--- src/rtl/delay_scheduler.sv ---
// Round-robin arbiter that lends one shared up-counter to NREQ requesters in turn.
// Define DELAY_SCHEDULER_ABORT_EN to let an owner cancel its job by dropping req.
module delay_scheduler #(
  parameter int NREQ = 4
) (
  input  logic                    clk,
  input  logic                    rst,
  input  logic [NREQ-1:0]         req,
  input  logic [32*NREQ-1:0]      delay,
  input  logic [7:0]              step,
  input  logic                    ctr_done,
  output logic [31:0]             ctr_max,
  output logic                    ctr_counting,
  output logic [7:0]              ctr_incr,
  output logic [NREQ-1:0]         ack,
  output logic                    busy,
  output logic [$clog2(NREQ)-1:0] grant_id
);

  localparam int GW = $clog2(NREQ);

`ifdef DELAY_SCHEDULER_ABORT_EN
  typedef enum logic [2:0] {IDLE, LOAD, RUN, DONE, ABORT} state_t;
`else
  typedef enum logic [2:0] {IDLE, LOAD, RUN, DONE} state_t;
`endif

  state_t          state;
  logic [GW-1:0]   last_grant;
  logic [GW-1:0]   win;
  logic [GW-1:0]   cand;
  logic            any;
  logic [31:0]     win_delay;

  // Scan downward so the candidate nearest last_grant+1 is the one that sticks.
  always_comb begin
    any  = 1'b0;
    win  = '0;
    cand = '0;
    for (int off = NREQ; off >= 1; off--) begin
      cand = GW'((int'(last_grant) + off) % NREQ);
      if (req[cand]) begin
        any = 1'b1;
        win = cand;
      end
    end
  end

  always_comb begin
    win_delay = '0;
    for (int i = 0; i < NREQ; i++) begin
      if (win == GW'(i)) win_delay = delay[32*i +: 32];
    end
  end

  always_ff @(posedge clk) begin
    if (!rst) begin
      state        <= IDLE;
      ctr_max      <= '0;
      ctr_counting <= 1'b0;
      ctr_incr     <= '0;
      ack          <= '0;
      busy         <= 1'b0;
      grant_id     <= '0;
      last_grant   <= GW'(NREQ - 1);
    end else begin
      ack <= '0;
      case (state)
        IDLE: begin
          if (any) begin
            ctr_max  <= win_delay;
            ctr_incr <= step;
            grant_id <= win;
            busy     <= 1'b1;
            state    <= LOAD;
          end
        end
        LOAD: begin
`ifdef DELAY_SCHEDULER_ABORT_EN
          if (!req[grant_id]) begin
            busy  <= 1'b0;
            state <= IDLE;
          end else begin
            ctr_counting <= 1'b1;
            state        <= RUN;
          end
`else
          ctr_counting <= 1'b1;
          state        <= RUN;
`endif
        end
        RUN: begin
          // Completion wins over a simultaneous req drop.
          if (ctr_done) begin
            ctr_counting <= 1'b0;
            ack          <= NREQ'(1) << grant_id;
            state        <= DONE;
          end
`ifdef DELAY_SCHEDULER_ABORT_EN
          else if (!req[grant_id]) begin
            // Max of zero with counting held forces the counter to wrap to 0.
            ctr_max <= '0;
            state   <= ABORT;
          end
`endif
        end
        DONE: begin
          last_grant <= grant_id;
          busy       <= 1'b0;
          state      <= IDLE;
        end
`ifdef DELAY_SCHEDULER_ABORT_EN
        ABORT: begin
          ctr_counting <= 1'b0;
          last_grant   <= grant_id;
          busy         <= 1'b0;
          state        <= IDLE;
        end
`endif
        default: state <= IDLE;
      endcase
    end
  end

endmodule

--- config.mk ---
export PLATFORM = sky130hd
export DESIGN_NAME = delay_scheduler
export DESIGN_NICKNAME = d
export VERILOG_FILES = /design/src/rtl/delay_scheduler.sv
export SDC_FILE = /design/constraint.sdc
export NUM_CORES = 1
export LEC_CHECK = 0
export ABC_AREA = 0
export BUFFER_PORTS_ARGS = -buffer_cell sky130_fd_sc_hd__buf_2
export CORE_ASPECT_RATIO = 0.8
export CORE_MARGIN = 2
export CORE_UTILIZATION = 40
export DETAILED_ROUTE_END_ITERATION = 16
export HOLD_SLACK_MARGIN = 0.02
export MAX_ROUTING_LAYER = met4
export PLACE_DENSITY = 0.76
export RECOVER_POWER = 25
export SETUP_SLACK_MARGIN = 0.15
export SLEW_MARGIN = 30
export SYNTH_ARGS = -nofsm -noshare
export SYNTH_HDL_FRONTEND = slang
export SYNTH_SLANG_ARGS = --single-unit
--- constraint.sdc ---
create_clock -name clk -period 3.55 [get_ports clk]
set_clock_uncertainty 0.1 [all_clocks]
set_input_delay 0.5325 -clock clk [delete_from_list [all_inputs] [get_ports clk]]
set_output_delay 0.5325 -clock clk [all_outputs]
set_load 0.02 [all_outputs]
==> results.cfg, run 1 <==
[status]
run_status = finished, final reports clean

[critical_path]
cell_class_contributing_the_biggest_share_of_worst_path_delay = compound AO/OA/AOI/OAI gates
chain_of_cells_forming_the_critical_path = inv_1, ha_1, o41a_1, nand2_1, a211o_2, buf_4, o221ai_2
worstSetupStartpointType = register
critPathKind = reg2reg
critPathBufInv = 2
worst-endpoint-arrival_ps = 2640
critical-path-slowest-cell = sky130_fd_sc_hd__a211o_2
kind_of_capture_point_of_the_worst_setup_path = register
timing.critical_path.slowest_cell_delay_ps = 510
worstPathMaxFanout = 20
cp.required_ps = 3670
timing.reg2reg.setup_slack_ps = 1030

[timing]
max-slew-margin-rel_pct = 59.3
slew_violations = 0
layout_min_cycle_time_ps = 2520
timing.final.hold_violations = 0
grt_setup_unrepaired = no
tightestPinTransition_ps = 608
totalNegativeSetupSlack_ps = 0
maxClockFrequency_mhz = 397
setup_viol_count_final = 0
final.period_utilization_pct = 71.0

[routing]
drc_errors = 0
initialDrtViolationCount = 18
routed-via-count = 2774
avg_vias_per_cell = 5.02
wl_met2_um = 3610
routed.top_layer = met4
met1_length_um = 3350
drt_pre_antenna_iters = 4
post_drt_wl_per_cell_um = 13.7
detail_route.wirelength_um = 7600
route.met3.wl_um = 559
antenna_left = 0

[pwr]
vdd_drop_max_mv = 0.330
power.leakage_uw = 0.00181
pwr_density_cell_nw_per_um2 = 621
power_uw = 2460

[finish]
antenna_cells = 0
finish.utilization_pct = 54.1
syn_to_final_growth_pct = 32.4
nets = 610
fin_cells = 553
n_fill_cell = 647
post_route_cells_drive_above_1_share_pct = 47.5
post-route-cell-area_um2 = 3960

[yosys]
post_synth.cell_area_avg_um2 = 10.6
synth.lib_cells_used.distinct = 36
sequential_element_share_of_the_synthesized_area_pct = 34.8
yosys-top-cells-count = sky130_fd_sc_hd__mux2i_1 (67), sky130_fd_sc_hd__nand2_1 (57), sky130_fd_sc_hd__dfxtp_1 (52)
synthDominantAreaCellType = sky130_fd_sc_hd__dfxtp_1
yosys.area.top_type_share_pct = 34.8
mappedNetlistArea_um2 = 2990
library_cell_with_the_highest_instance_count_after_synthesis = sky130_fd_sc_hd__mux2i_1
ffs_w_async_s_r_synth_pct = 0
ys_ff_latch = 52
ys_warn_count = 0
synth.net_count = 429
synth_ff_type = sky130_fd_sc_hd__dfxtp_1
number_of_enable_type_register_cells_in_the_synthesized_netlist = 0
ranking_of_synthesized_cells_by_area = sky130_fd_sc_hd__dfxtp_1 (35%), sky130_fd_sc_hd__mux2i_1 (22%), sky130_fd_sc_hd__o221ai_2 (15%)
syn-instance-count = 282

[clock_network]
cts-buffers-inserted = 5
post_cts_buffers = 0
worst_skew_pair.late_latency_ps = 300
clock-sinks = 52
root_buffer = sky130_fd_sc_hd__clkbuf_8
cts_hold_buf = 0
cts_max_path_buffers = 2
tritoncts = yes
ctsHtreeMaxLevel = 2
clock_pin_slew_on_the_worst_setup_and_hold_paths_ps = 100
cts_resized = 0

[grt]
global_route.usage.total_pct = 18.2
maximum_number_of_pins_on_one_net_before_global_route_repair = 39
grt_pass1_wl_um = 11700
grt_pass1_vias = 2549
grt_antenna_before_repair = 0
globalRouteOverflowTotal = 0

[floorplan]
floorplan.rows = 28
num_io_pins = 191
design.die.area_um2 = 8190
starting_utilization_of_the_core_area_pct = 40.8
design.core.area_um2 = 7320
die_boundary_width_um = 101
die_h_um = 81.3

[place]
place_inst = 546
place.detailed.hpwl_um = 5970
gpl.final_weighted_congestion = 0.796
placedInstanceArea_um2 = 3900
io_buffers = 190

[run]
maxCapViolCount = 0

[hold_path]
timing.hold.worst.class = reg2reg
flip-flops by register name, summed over array words and instances (netlist names):
signal / cells
ctr_incr: 8
grant_id: 2
ctr_counting: 1
last_grant: 2
state: 2
ack: 4
busy: 1
ctr_max: 32
final timing paths:
| path | start | endpoint | depth (start not counted) |
|---|---|---|---|
| setup / recovery | state[0] | ctr_max[23] | 7 |
| hold / removal | ctr_max[11] | ctr_max[11] | 2 |
| setup reg to reg | state[0] | ctr_max[23] | 7 |
| hold reg to reg | ctr_max[11] | ctr_max[11] | 2 |
layer usage:
metal | vias up | global-route usage (%)
li1 | 1394 | -
met1 | 1255 | 21.1
met2 | 117 | 32.3
met3 | 8 | 3.70
met4 | 0 | 4.38
met5 | - | -
worst min-delay path, stage by stage (launching register included):
cell	delay (ps)
sky130_fd_sc_hd__dfxtp_1	330
sky130_fd_sc_hd__nand2_1	60
sky130_fd_sc_hd__o211ai_2	50
per-stage QoR:
step,hold slack (ps),setup WS [ps]
3_5_place_dp,341,934
6_report,365,1030
2_1_floorplan,380,1720
4_1_cts,361,1030
5_1_grt,370,836
3_3_place_gp,343,999
final cells by class:
cell class	instances	area [um^2]	share of cell area [%]
multi-input cells	204	1730	43.6
inverters	5	18.8	0.474
clock inverters	2	12.5	0.316
clock buffers	5	68.8	1.74
repair buffers	195	978	24.7
well taps	90	113	2.84
flip-flops and latches	52	1040	26.3
layout by cell type, fill, tap and decap left out, types with 2 or more instances in the layout:
master                       n
sky130_fd_sc_hd__inv_1       5
sky130_fd_sc_hd__nand2_1    57
sky130_fd_sc_hd__nand2b_1    2
sky130_fd_sc_hd__ha_1        4
sky130_fd_sc_hd__nor2b_1     4
sky130_fd_sc_hd__and3_1      2
sky130_fd_sc_hd__a21oi_1     3
sky130_fd_sc_hd__buf_4       4
sky130_fd_sc_hd__nor2_1      6
sky130_fd_sc_hd__o221ai_1    2
sky130_fd_sc_hd__o221ai_2   29
sky130_fd_sc_hd__clkbuf_1   18
sky130_fd_sc_hd__mux2i_1    67
sky130_fd_sc_hd__o21ai_0     2
sky130_fd_sc_hd__a21boi_0    9
sky130_fd_sc_hd__and2_1      2
sky130_fd_sc_hd__clkbuf_8    5
sky130_fd_sc_hd__buf_2     172
sky130_fd_sc_hd__dfxtp_1    52
logic make-up after synthesis:
kind of cell / count (synthesis) / share of synthesized area [%]
simple gates: 78 / 11.1
mux: 67 / 22.4
compound gates: 55 / 22.2
flops: 52 / 34.8
buf+inv: 26 / 7.74
fa+ha+maj: 4 / 1.67
report_power, final:
group	leakage [uW]	switching [uW]	internal, uW
clock network	0.0000400	193	134
logic	0.00134	743	493
registers	0.000429	119	778
Power figures use the tool's default switching activity.
==> run 2: changes to the inputs <==
--- a/config.mk
+++ b/config.mk
@@ -5,7 +5,7 @@
 export SDC_FILE = /design/constraint.sdc
 export NUM_CORES = 1
 export LEC_CHECK = 0
-export ABC_AREA = 0
+export ABC_AREA = 1
 export BUFFER_PORTS_ARGS = -buffer_cell sky130_fd_sc_hd__buf_2
 export CORE_ASPECT_RATIO = 0.8
 export CORE_MARGIN = 2
==> constraint.sdc (replaced) <==
create_clock -name clk -period 2.25 [get_ports clk]
set_clock_uncertainty 0.1 [all_clocks]
set_input_delay 0.3375 -clock clk [delete_from_list [all_inputs] [get_ports clk]]
set_output_delay 0.3375 -clock clk [all_outputs]
set_load 0.02 [all_outputs]
==> results.cfg, run 2 <==
[finish]
nets = 888
fin_cells = 854
syn_to_final_growth_pct = 40.0
multi_input_area_um2 = 2030
top_regs = ctr_max x32, ctr_incr x8, ack x4
layout_commonest_cell = sky130_fd_sc_hd__buf_2
largest_register_ffs = 32
regMostFlops = ctr_max
post_route_cells_drive_above_1_share_pct = 34.8
n_fill_cell = 843
most-common-layout-cells = sky130_fd_sc_hd__buf_2 (171), sky130_fd_sc_hd__nand2_1 (143), sky130_fd_sc_hd__nand3_1 (82), sky130_fd_sc_hd__inv_1 (74), sky130_fd_sc_hd__dfxtp_1 (50)
antenna_cells = 0
finish.utilization_pct = 57.6
post-route-cell-area_um2 = 4890
final-seq-area_um2 = 1050

[critical_path]
worstSetupStartpointType = register
critical-path-slowest-cell = sky130_fd_sc_hd__dfxtp_4
timing.critical_path.slowest_cell_delay_ps = 440
critPathMostFrequentCell = sky130_fd_sc_hd__nand2_1
kind_of_capture_point_of_the_worst_setup_path = register
cp.required_ps = 2310
critPathBufInv = 5
chain_of_cells_forming_the_critical_path = buf_6, nand2_1, nand2_2, o21ai_2, inv_1, nand2_2, nand2_2, nand2_4, nor2_4, buf_12, clkbuf_16, nand2_1, nand2_1, inv_1, nand2_1, a21oi_2
worst-endpoint-arrival_ps = 2070
cell_class_contributing_the_biggest_share_of_worst_path_delay = simple AND/OR/NAND/NOR gates
critPathKind = reg2reg
worstPathMaxFanout = 7

[routing]
antenna_left = 0
routed-via-count = 4214
drc_errors = 0
avg_vias_per_cell = 4.93
initialDrtViolationCount = 213
post_drt_wl_per_cell_um = 13.1
drt_pre_antenna_iters = 4
detail_route.wirelength_um = 11200

[timing]
holdWs_ps = 181
max-slew-margin-rel_pct = 43.6
timing.final.hold_violations = 0
final.period_utilization_pct = 89.6
maxClockFrequency_mhz = 496
grt_setup_unrepaired = yes
setup_viol_count_final = 0
totalNegativeSetupSlack_ps = 0
tightestPinTransition_ps = 846
layout_min_cycle_time_ps = 2020
slew_violations = 0

[yosys]
yosys.area.top_type_share_pct = 29.8
ranking_of_synthesized_cells_by_area = sky130_fd_sc_hd__dfxtp_1 (30%), sky130_fd_sc_hd__nand2_1 (17%), sky130_fd_sc_hd__nand3_1 (12%)
ys_ff_latch = 52
post_synth.cell_area_avg_um2 = 6.31
number_of_enable_type_register_cells_in_the_synthesized_netlist = 0
syn-instance-count = 554
library_cell_with_the_highest_instance_count_after_synthesis = sky130_fd_sc_hd__nand2_1
synth.lib_cells_used.distinct = 25
sequential_element_share_of_the_synthesized_area_pct = 29.8
ffs_w_async_s_r_synth_pct = 0
yosys-top-cells-count = sky130_fd_sc_hd__nand2_1 (155), sky130_fd_sc_hd__nand3_1 (85), sky130_fd_sc_hd__inv_1 (76)
mappedNetlistArea_um2 = 3490
synth_ff_type = sky130_fd_sc_hd__dfxtp_1
synthDominantAreaCellType = sky130_fd_sc_hd__dfxtp_1
synth.net_count = 701
ys_warn_count = 0

[place]
place_inst = 835
io_buffers = 190
placedInstanceArea_um2 = 4520
gpl.final_weighted_congestion = 1.03
place.detailed.hpwl_um = 8270

[clock_network]
clock-sinks = 52
cts_max_path_buffers = 2
cts_hold_buf = 0
ctsHtreeMaxLevel = 2
cts-buffers-inserted = 5
worst_skew_pair.late_latency_ps = 300
tritoncts = yes
clock_pin_slew_on_the_worst_setup_and_hold_paths_ps = 100
root_buffer = sky130_fd_sc_hd__clkbuf_8

[status]
run_status = finished, final reports clean

[floorplan]
design.core.area_um2 = 8480
die_boundary_width_um = 108
num_io_pins = 191
starting_utilization_of_the_core_area_pct = 41.2
die_h_um = 87.6
design.die.area_um2 = 9500
floorplan.rows = 30

[pwr]
power_frac_clock_pct = 9.6
p_int_uw = 3410
pwr_density_cell_nw_per_um2 = 1380
share_seq_of_total_power_pct = 22.8
sw_frac_of_total_pct = 49.6
netSwitchingPower_uw = 3350
share_comb_of_total_power_pct = 67.6
vdd_drop_max_mv = 0.634
power.leakage_uw = 0.00267

[hold_path]
timing.hold.worst.class = in2reg

[grt]
grt_pass1_wl_um = 16500
grt_antenna_before_repair = 0
global_route.usage.total_pct = 22.3
maximum_number_of_pins_on_one_net_before_global_route_repair = 44
globalRouteOverflowTotal = 0
grt_pass1_vias = 3786

[run]
maxCapViolCount = 0
[run 2: cell types whose count changed in the layout (fill, tap and decap cells not counted), moves of 12 or more]
cell and change:
sky130_fd_sc_hd__o221ai_2 -29, sky130_fd_sc_hd__a21oi_1 +13, sky130_fd_sc_hd__mux2i_1 -67, sky130_fd_sc_hd__nor2_1 +29, sky130_fd_sc_hd__o21bai_1 +25, sky130_fd_sc_hd__o21ai_0 +23
sky130_fd_sc_hd__a21oi_2 +24, sky130_fd_sc_hd__nand2_2 +12, sky130_fd_sc_hd__nand3_1 +82, sky130_fd_sc_hd__inv_1 +69, sky130_fd_sc_hd__nand2_1 +86
[run 2: kinds of logic after synthesis]
logic type / count (synthesis) / synth area share [%]
simple gates: 287 / 35.0
fa+ha+maj: 4 / 1.43
flops: 52 / 29.8
compound gates: 98 / 18.8
buf+inv: 113 / 14.9
[run 2: layer usage]
metal	vias to the layer above	wire length (um)	track usage, %
li1	2124	-	-
met1	1918	4860	26.7
met2	166	5410	39.9
met3	6	864	2.90
met4	0	61	5.13
met5	-	0	-
[run 2: worst paths after layout]
check | from | end | slack, ps | cells after the start
worst max-delay path | last_grant[0] | ctr_max[28] | 230 | 16
worst min-delay path | step[6] | ctr_incr[6] | 180 | 3
worst max register to register | last_grant[0] | ctr_max[28] | 230 | 16
worst min register to register | ctr_counting | ctr_counting | 370 | 2
[run 2: cell type report]
cell class                      count  share of cell area, %
Timing Repair Buffer              215                   25.7
Tap cell                          112                   2.87
Clock buffer                        5                   1.41
Inverter                           78                   6.19
Sequential cell                    52                   21.4
Clock inverter                      3                  0.870
Multi-Input combinational cell    389                   41.5
[run 2: repair_timing]
action,in CTS,in global routing
resized for setup,1,41
pin swaps,0,14
setup endpoints to repair,32,32
gates cloned,0,4
setup buffers,0,7
[run 2: through the flow]
| step | total power, uW | worst slack (ps) |
|---|---|---|
| 2_1_floorplan | 4700 | 470 |
| 3_3_place_gp | 5690 | 160 |
| 3_5_place_dp | 5810 | 28.3 |
| 4_1_cts | 6480 | 167 |
| 5_1_grt | 7360 | 83.5 |
| 6_report | 6760 | 234 |
[run 2: power groups by stage]
stage                     registers [uW]  logic (uW)  clock network [uW]
final                               1540        4560                 649
after global placement              1530        4150                   0
after global routing                1590        5060                 717
after floorplan                     1960        2740                   0
after CTS                           1530        4270                 676
after detailed placement            1550        4260                   0
[run 2: tightest hold or removal path, delay by kind of cell]
kind            cells  cell delay [ps]
buf+inv             1               70
simple gates        1               70
compound gates      1               70
